<file path="src/rtl/intr_pkg.sv">
// Shared definitions for the interrupt controller: register map addresses and FSM states.
package intr_pkg;

  localparam logic [4:0] ADDR_PENDING = 5'd0;
  localparam logic [4:0] ADDR_MASK    = 5'd1;
  localparam logic [4:0] ADDR_STATUS  = 5'd2;
  localparam logic [4:0] ADDR_RAW     = 5'd3;

  typedef enum logic [1:0] {
    ST_IDLE    = 2'd0,
    ST_REQUEST = 2'd1,
    ST_SERVICE = 2'd2
  } state_t;

endpackage

</file>
<file path="src/rtl/intr_ctrl_if.sv">
// Register bus, interrupt lines and CPU handshake of the interrupt controller.
interface intr_ctrl_if;
  logic [7:0] int_in;
  logic [4:0] readaddr;
  logic [7:0] readdata;
  logic [4:0] writeaddr;
  logic [7:0] writedata;
  logic       write_en;
  logic       irq;
  logic [2:0] irq_vector;
  logic       irq_ack;
  logic       irq_done;

  modport slave (
    input  int_in, readaddr, writeaddr, writedata, write_en, irq_ack, irq_done,
    output readdata, irq, irq_vector
  );

  modport master (
    output int_in, readaddr, writeaddr, writedata, write_en, irq_ack, irq_done,
    input  readdata, irq, irq_vector
  );
endinterface

</file>
<file path="src/rtl/intr_prio_enc.sv">
// Fixed-priority encoder: reports the lowest set request bit (bit 0 wins).
module intr_prio_enc (
  input  logic [7:0] req,
  output logic [2:0] index,
  output logic       valid
);

  // NOTE: every output gets a default before the loop so no latch is inferred.
  always_comb begin
    index = 3'd0;
    valid = |req;
    for (int i = 7; i >= 0; i--) begin
      if (req[i]) index = 3'(i);
    end
  end

endmodule

</file>
<file path="src/rtl/intr_ctrl.sv">
// Single-level interrupt controller with PENDING/MASK registers and IDLE/REQUEST/SERVICE handshake.
// Define INTR_EDGE_DETECT_EN for rising-edge events; level-sensitive otherwise.
module intr_ctrl
  import intr_pkg::*;
(
  input  logic        clk,
  input  logic        reset,
  intr_ctrl_if.slave  bus
);

  state_t     state;
  logic [7:0] pending;
  logic [7:0] mask;
  logic [2:0] vector;
  logic       irq;
  logic [7:0] readdata;

  logic [7:0] src_event;
  logic [7:0] w1c;
  logic [7:0] ack_clr;
  logic [7:0] pending_nxt;
  logic [7:0] mask_nxt;
  logic       ack_take;
  logic [2:0] enc_index;
  logic       enc_valid;

`ifdef INTR_EDGE_DETECT_EN
  logic [7:0] int_prev;

  always_ff @(posedge clk) begin
    if (reset) int_prev <= 8'd0;
    else       int_prev <= bus.int_in;
  end

  assign src_event = bus.int_in & ~int_prev;
`else
  assign src_event = bus.int_in;
`endif

  assign ack_take = (state == ST_REQUEST) && bus.irq_ack;
  assign w1c      = (bus.write_en && bus.writeaddr == ADDR_PENDING) ? bus.writedata : 8'd0;
  assign ack_clr  = ack_take ? (8'd1 << vector) : 8'd0;

  // Events are OR-ed in last so a new event beats a W1C or ack clear on the same bit.
  assign pending_nxt = (pending & ~w1c & ~ack_clr) | src_event;
  assign mask_nxt    = (bus.write_en && bus.writeaddr == ADDR_MASK) ? bus.writedata : mask;

  intr_prio_enc u_prio_enc (
    .req   (pending & mask),
    .index (enc_index),
    .valid (enc_valid)
  );

  // NOTE: sequential state uses non-blocking assignments so all registers update together.
  always_ff @(posedge clk) begin
    if (reset) begin
      pending <= 8'd0;
      mask    <= 8'd0;
    end else begin
      pending <= pending_nxt;
      mask    <= mask_nxt;
    end
  end

  always_ff @(posedge clk) begin
    if (reset) begin
      state  <= ST_IDLE;
      vector <= 3'd0;
      irq    <= 1'b0;
    end else begin
      case (state)
        ST_IDLE: begin
          if (enc_valid) begin
            vector <= enc_index;
            irq    <= 1'b1;
            state  <= ST_REQUEST;
          end
        end
        ST_REQUEST: begin
          // Ack takes priority; otherwise retract as soon as the source is cleared or masked.
          if (ack_take) begin
            irq   <= 1'b0;
            state <= ST_SERVICE;
          end else if (!(pending_nxt[vector] && mask_nxt[vector])) begin
            irq   <= 1'b0;
            state <= ST_IDLE;
          end
        end
        ST_SERVICE: begin
          if (bus.irq_done) state <= ST_IDLE;
        end
        default: begin
          irq   <= 1'b0;
          state <= ST_IDLE;
        end
      endcase
    end
  end

  always_ff @(posedge clk) begin
    if (reset) begin
      readdata <= 8'd0;
    end else begin
      case (bus.readaddr)
        ADDR_PENDING: readdata <= pending;
        ADDR_MASK:    readdata <= mask;
        ADDR_STATUS:  readdata <= {state == ST_SERVICE, state == ST_REQUEST, 3'b000, vector};
        ADDR_RAW:     readdata <= bus.int_in;
        default:      readdata <= 8'd0;
      endcase
    end
  end

  assign bus.irq        = irq;
  assign bus.irq_vector = vector;
  assign bus.readdata   = readdata;

endmodule

</file>
<file path="src/flat_wrapper.sv">
// flat-port wrapper written by rule: the top's interface ports become plain ports
module intr_ctrl_flat import intr_pkg::*;
  (clk, reset, bus_int_in, bus_readaddr, bus_writeaddr, bus_writedata, bus_write_en, bus_irq_ack, bus_irq_done, bus_readdata, bus_irq, bus_irq_vector);
  intr_ctrl_if bus_i ();
  input  logic clk;
  input  logic reset;
  input wire logic [$bits(bus_i.int_in)-1:0] bus_int_in;
  input wire logic [$bits(bus_i.readaddr)-1:0] bus_readaddr;
  input wire logic [$bits(bus_i.writeaddr)-1:0] bus_writeaddr;
  input wire logic [$bits(bus_i.writedata)-1:0] bus_writedata;
  input wire logic [$bits(bus_i.write_en)-1:0] bus_write_en;
  input wire logic [$bits(bus_i.irq_ack)-1:0] bus_irq_ack;
  input wire logic [$bits(bus_i.irq_done)-1:0] bus_irq_done;
  output wire logic [$bits(bus_i.readdata)-1:0] bus_readdata;
  output wire logic [$bits(bus_i.irq)-1:0] bus_irq;
  output wire logic [$bits(bus_i.irq_vector)-1:0] bus_irq_vector;
  assign bus_i.int_in = bus_int_in;
  assign bus_i.readaddr = bus_readaddr;
  assign bus_i.writeaddr = bus_writeaddr;
  assign bus_i.writedata = bus_writedata;
  assign bus_i.write_en = bus_write_en;
  assign bus_i.irq_ack = bus_irq_ack;
  assign bus_i.irq_done = bus_irq_done;
  assign bus_readdata = bus_i.readdata;
  assign bus_irq = bus_i.irq;
  assign bus_irq_vector = bus_i.irq_vector;
  intr_ctrl u_core (.clk(clk), .reset(reset), .bus(bus_i));
endmodule
</file>
<file path="config.mk">
export PLATFORM = sky130hd
export DESIGN_NAME = intr_ctrl_flat
export DESIGN_NICKNAME = d
export VERILOG_FILES = /design/src/rtl/intr_pkg.sv /design/src/rtl/intr_ctrl_if.sv /design/src/rtl/intr_prio_enc.sv /design/src/rtl/intr_ctrl.sv /design/src/flat_wrapper.sv
export SDC_FILE = /design/constraint.sdc
export NUM_CORES = 1
export LEC_CHECK = 0
export ABC_AREA = 1
export ABC_CLOCK_PERIOD_IN_PS = 3900
export BUFFER_PORTS_ARGS = -buffer_cell sky130_fd_sc_hd__buf_2
export CAP_MARGIN = 20
export CORE_MARGIN = 3
export CORE_UTILIZATION = 50
export CTS_CLUSTER_DIAMETER = 120
export DETAILED_ROUTE_END_ITERATION = 10
export PLACE_DENSITY = 0.77
export REMOVE_ABC_BUFFERS = 1
export SLEW_MARGIN = 5
export SYNTH_ARGS = -nofsm -noshare
export SYNTH_HDL_FRONTEND = slang
export SYNTH_SLANG_ARGS = --single-unit
</file>
<file path="constraint.sdc">
create_clock -name clk -period 3.9 [get_ports clk]
set_input_delay 0.585 -clock clk [delete_from_list [all_inputs] [get_ports clk]]
set_output_delay 0.585 -clock clk [all_outputs]
set_load 0.02 [all_outputs]
</file>
==> reports/results.txt <==
For this run, the total global-route usage over all layers was measured as 23.1%. The clock sink total was 30; the relative slew slack was 65.7%. Dividing the detail-routed via count by the number of cells gives 5.29. The largest individual stage delay along the critical path comes from the cell sky130_fd_sc_hd__dfxtp_1.

The synthesized netlist devotes 38.2% of its cell area to simple gates. The logs give 2.04 ns for the data arrival time of the worst path and 0 for the number of post-CTS setup repair buffers. The tools report the CTS buffer count as 5. The commonest cells after synthesis are sky130_fd_sc_hd__nand2_1 (53), sky130_fd_sc_hd__nand3_1 (39), sky130_fd_sc_hd__inv_1 (37), sky130_fd_sc_hd__nor2_1 (35), sky130_fd_sc_hd__dfxtp_1 (30). The count of boundary I/O pins is 43, and the via total after detailed routing is 1863.

Between clock sinks in the finished design, the worst skew comes to 0.00943 ns. The reg2reg setup slack was 2.12 ns; the share of the clock period used by the worst path was 45.5%. The horizontal die dimension was 64.5 um; the delay contributed by the slowest stage of the critical path was 0.56 ns.

The post-route minimum period is 1.78 ns. The power per unit of standard cell area came out at 300 nW/um^2. The run gives 35.1% as the register area share after synthesis. Setup violations remaining at the end of the flow were counted as 0.

The root buffer cell chosen for the clock tree is sky130_fd_sc_hd__clkbuf_4. For the number of diodes added for antenna fixing, the log shows 0. The tools report the accumulated negative setup slack as 0 ns. The starting density of the core was 54.2%.

The post-synthesis adder-cell area fraction is 0%. The detail route stage leaves a number of antenna-violating nets equal to 0. The number of slew-limit violations in the final report was 0; the count of flip-flops with a built-in enable after synthesis was 0.

The portion of synthesized cell area occupied by the leading cell type is 35.1%, and the maximum number of buffers from clock root to sink is 2. The category of the worst setup path launch point was a flip-flop. The logs give 0.34 ns for the clock insertion delay at the later pin of the skew report and 0 for the number of hold buffers added after cts. The placed cell count was 344. Of the post-synthesis cell area, the part taken by muxes is 0%. Post-synthesis average cell area: 6.50 um^2. The worst setup path is captured at a flip-flop. The routed design has 4420 um of wire. The worst register-to-register path begins at u_core.bus.irq_vector[2]. Quantity of I/O buffers inserted on ports: 42. The fraction of final layout cells with drive strength greater than 1 is 23.1%, and the wire length of the first global-routing pass is 7470 um. Detailed placement ended at an HPWL of 3420 um. The initial antenna violation count was 0.

On the final layout, the worst hold slack is 0.475 ns. Setup repair after global routing left no endpoint under its margin. After the first detailed-routing iteration, the DRC count stood at 129.

The tools report the utilization of the core after routing as 63.7%. The path with the worst hold slack has its endpoint at u_core.bus.irq. Measured along the y axis, the die boundary spans 64.5 um. The tools report the capturing point of the worst reg2reg path as u_core.bus.irq. Along the worst path, the maximum fanout reaches 9. After detailed routing, the average wire length per cell comes to 12.6 um. The tools report the synthesized area as 1710 um^2. After synthesis, the largest family of logic cells by area is simple AND/OR/NAND/NOR gates. The finished layout holds 352 standard cells, fillers aside. After filler insertion, the fill cell instance count of the layout stands at 331. At the pin with the least slew margin, the transition time is 0.514 ns. The global placer's final weighted congestion is 0.881. Sorting the synthesized cells by area gives the leading types as sky130_fd_sc_hd__dfxtp_1 (35%), sky130_fd_sc_hd__nand2_1 (12%), sky130_fd_sc_hd__nand3_1 (11%). The analysis attributes to cell leakage a power of 1.02 nW. The flow ran to the end, and the final reports show no timing, DRC or antenna violations. For the standard cell core area, the log shows 3150 um^2.

The initialized floorplan defines 20 standard-cell rows. The net count of the finished layout is 338. The largest delay contributor family on the critical path was simple AND/OR/NAND/NOR gates.

The run gives 0 as the hold violation total from the final report. Most numerous cell on the critical path: sky130_fd_sc_hd__nand2_1. Counting cells, the worst reg-to-reg path comes to 14. The worst min-delay path class is flip-flop to flip-flop. The logs give 176 uV for the worst vdd rail ir drop and 0 for the global-route congestion overflow total. The run gives 4160 um^2 as the area of the die. For the number of different library cells in the post-synthesis netlist, the log shows 28. The combined buffer and inverter count along the critical path was 1; the synthesis warning total was 0. The worst hold path begins at u_core.bus.irq.

The remaining routing DRC violations is 0. The required time of the worst setup path was 4.17 ns; the post-synthesis share of cell area spent on xor and xnor gates was 0%. Clock-pin slew was measured on the worst setup and hold paths at 0.09 ns. The run gives 1715 as the number of global-route vias before repair. From synthesis to final layout, the design area changed by 17.4%.

Timing would allow up to 563 MHz. The classification of the worst setup path is flip-flop to flip-flop. The count of state elements after synthesis is 30. The primary flip-flop cell chosen by synthesis mapping is sky130_fd_sc_hd__dfxtp_1.

The number of iterations in the first detailed-routing pass was 5. Traced cell by cell, the critical path runs through inv_2 -> nand2_1 -> nor2_1 -> nor2_1 -> nand2_1 -> nand2_1 -> nand2_1 -> a21oi_1 -> nand2_1 -> nand2_1 -> nand2_1 -> nand3_1 -> nand2_1 -> a21oi_2. After technology mapping, the gate count stands at 263. The largest total area in the synthesized netlist belongs to sky130_fd_sc_hd__dfxtp_1.

TritonCTS built the clock tree. In the post-synthesis netlist, the cell with the most instances is sky130_fd_sc_hd__nand2_1. Counting instances, the worst hold path has a depth of 2. H-tree level count: 2. The count of maximum capacitance violations is 0, and the largest net degree at the start of global routing is 27. The synthesized netlist devotes 15.8% of its cell area to compound gates. The fraction of synthesis flops using an asynchronous set or reset pin is 0%. Post-CTS repair changed the size of 0 cells.
-- cell type report --
type | count | area (um^2) | share of cell area [%]
timing repair buffer | 42 | 210 | 10.5
tap | 44 | 55.1 | 2.74
multi-input combinational | 186 | 923 | 46.0
sequential | 30 | 601 | 29.9
clock buffer | 7 | 55.1 | 2.74
inverter | 42 | 158 | 7.86
clock inverter | 1 | 5.00 | 0.249
-- stage by stage --
step                total power [mW]  instance area (um^2)  setup slack (ns)
detailed placement             0.409                  1950              1.80
finish                         0.603                  2010              2.12
floorplan                      0.374                  1680              2.18
global placement               0.408                  1950              1.83
CTS                            0.600                  2010              2.14
global route                   0.627                  2010              1.88
-- sequential cells by signal, summed over array words and instances (netlist names) --
register,cells
u_core.bus.readdata,8
u_core.bus.irq,1
u_core.mask,8
u_core.bus.irq_vector,3
u_core.pending,8
u_core.state,2
-- how the worst max path moves through the flow --
stage                                   startpoint              to  slack, ns  cells after the start
after floorplan                   bus_writeaddr[4]  u_core.bus.irq       2.18                     13
after global placement            bus_writeaddr[4]  u_core.bus.irq       1.83                     14
after detailed placement          bus_writeaddr[4]  u_core.bus.irq       1.80                     14
after CTS                         bus_writeaddr[4]  u_core.bus.irq       2.14                     14
after global routing      u_core.bus.irq_vector[2]  u_core.bus.irq       1.88                     14
final                     u_core.bus.irq_vector[2]  u_core.bus.irq       2.12                     14
-- cells in the final DEF, fill, tap and decap left out, types with 6 or more instances in the layout --
cell                      synthesis  layout
sky130_fd_sc_hd__nand2_1         53      53
sky130_fd_sc_hd__buf_2            1      42
sky130_fd_sc_hd__nand3_1         39      39
sky130_fd_sc_hd__inv_1           37      37
sky130_fd_sc_hd__nor2_1          35      35
sky130_fd_sc_hd__dfxtp_1         30      30
sky130_fd_sc_hd__a21oi_1         18      18
sky130_fd_sc_hd__o22ai_1          6       6
-- logic make-up after synthesis --
kind of cell / Yosys count
simple gates: 142
buf+inv: 47
compound gates: 44
flops: 30
-- worst reg2reg max path: stages (launching register included) --
cell and delay [ns]:
sky130_fd_sc_hd__dfxtp_1 0.56, sky130_fd_sc_hd__inv_2 0.16, sky130_fd_sc_hd__nand2_1 0.10, sky130_fd_sc_hd__nor2_1 0.04, sky130_fd_sc_hd__nor2_1 0.08, sky130_fd_sc_hd__nand2_1 0.07
sky130_fd_sc_hd__nand2_1 0.07, sky130_fd_sc_hd__nand2_1 0.06, sky130_fd_sc_hd__a21oi_1 0.12, sky130_fd_sc_hd__nand2_1 0.06, sky130_fd_sc_hd__nand2_1 0.07, sky130_fd_sc_hd__nand2_1 0.07
sky130_fd_sc_hd__nand3_1 0.08, sky130_fd_sc_hd__nand2_1 0.07, sky130_fd_sc_hd__a21oi_2 0.11
-- per-layer routing --
| metal | vias up | track usage (%) | routed length, um |
|---|---|---|---|
| li1 | 948 | - | - |
| met1 | 830 | 31.0 | 2050 |
| met2 | 77 | 37.1 | 1960 |
| met3 | 8 | 4.16 | 361 |
| met4 | 0 | 7.92 | 52 |
| met5 | - | 0 | 0 |
-- power by group --
| group | internal [mW] | switching [mW] |
|---|---|---|
| logic | 0.0295 | 0.0503 |
| clock network | 0.0873 | 0.112 |
| registers | 0.315 | 0.00822 |
(Power assumes the default switching activity.)
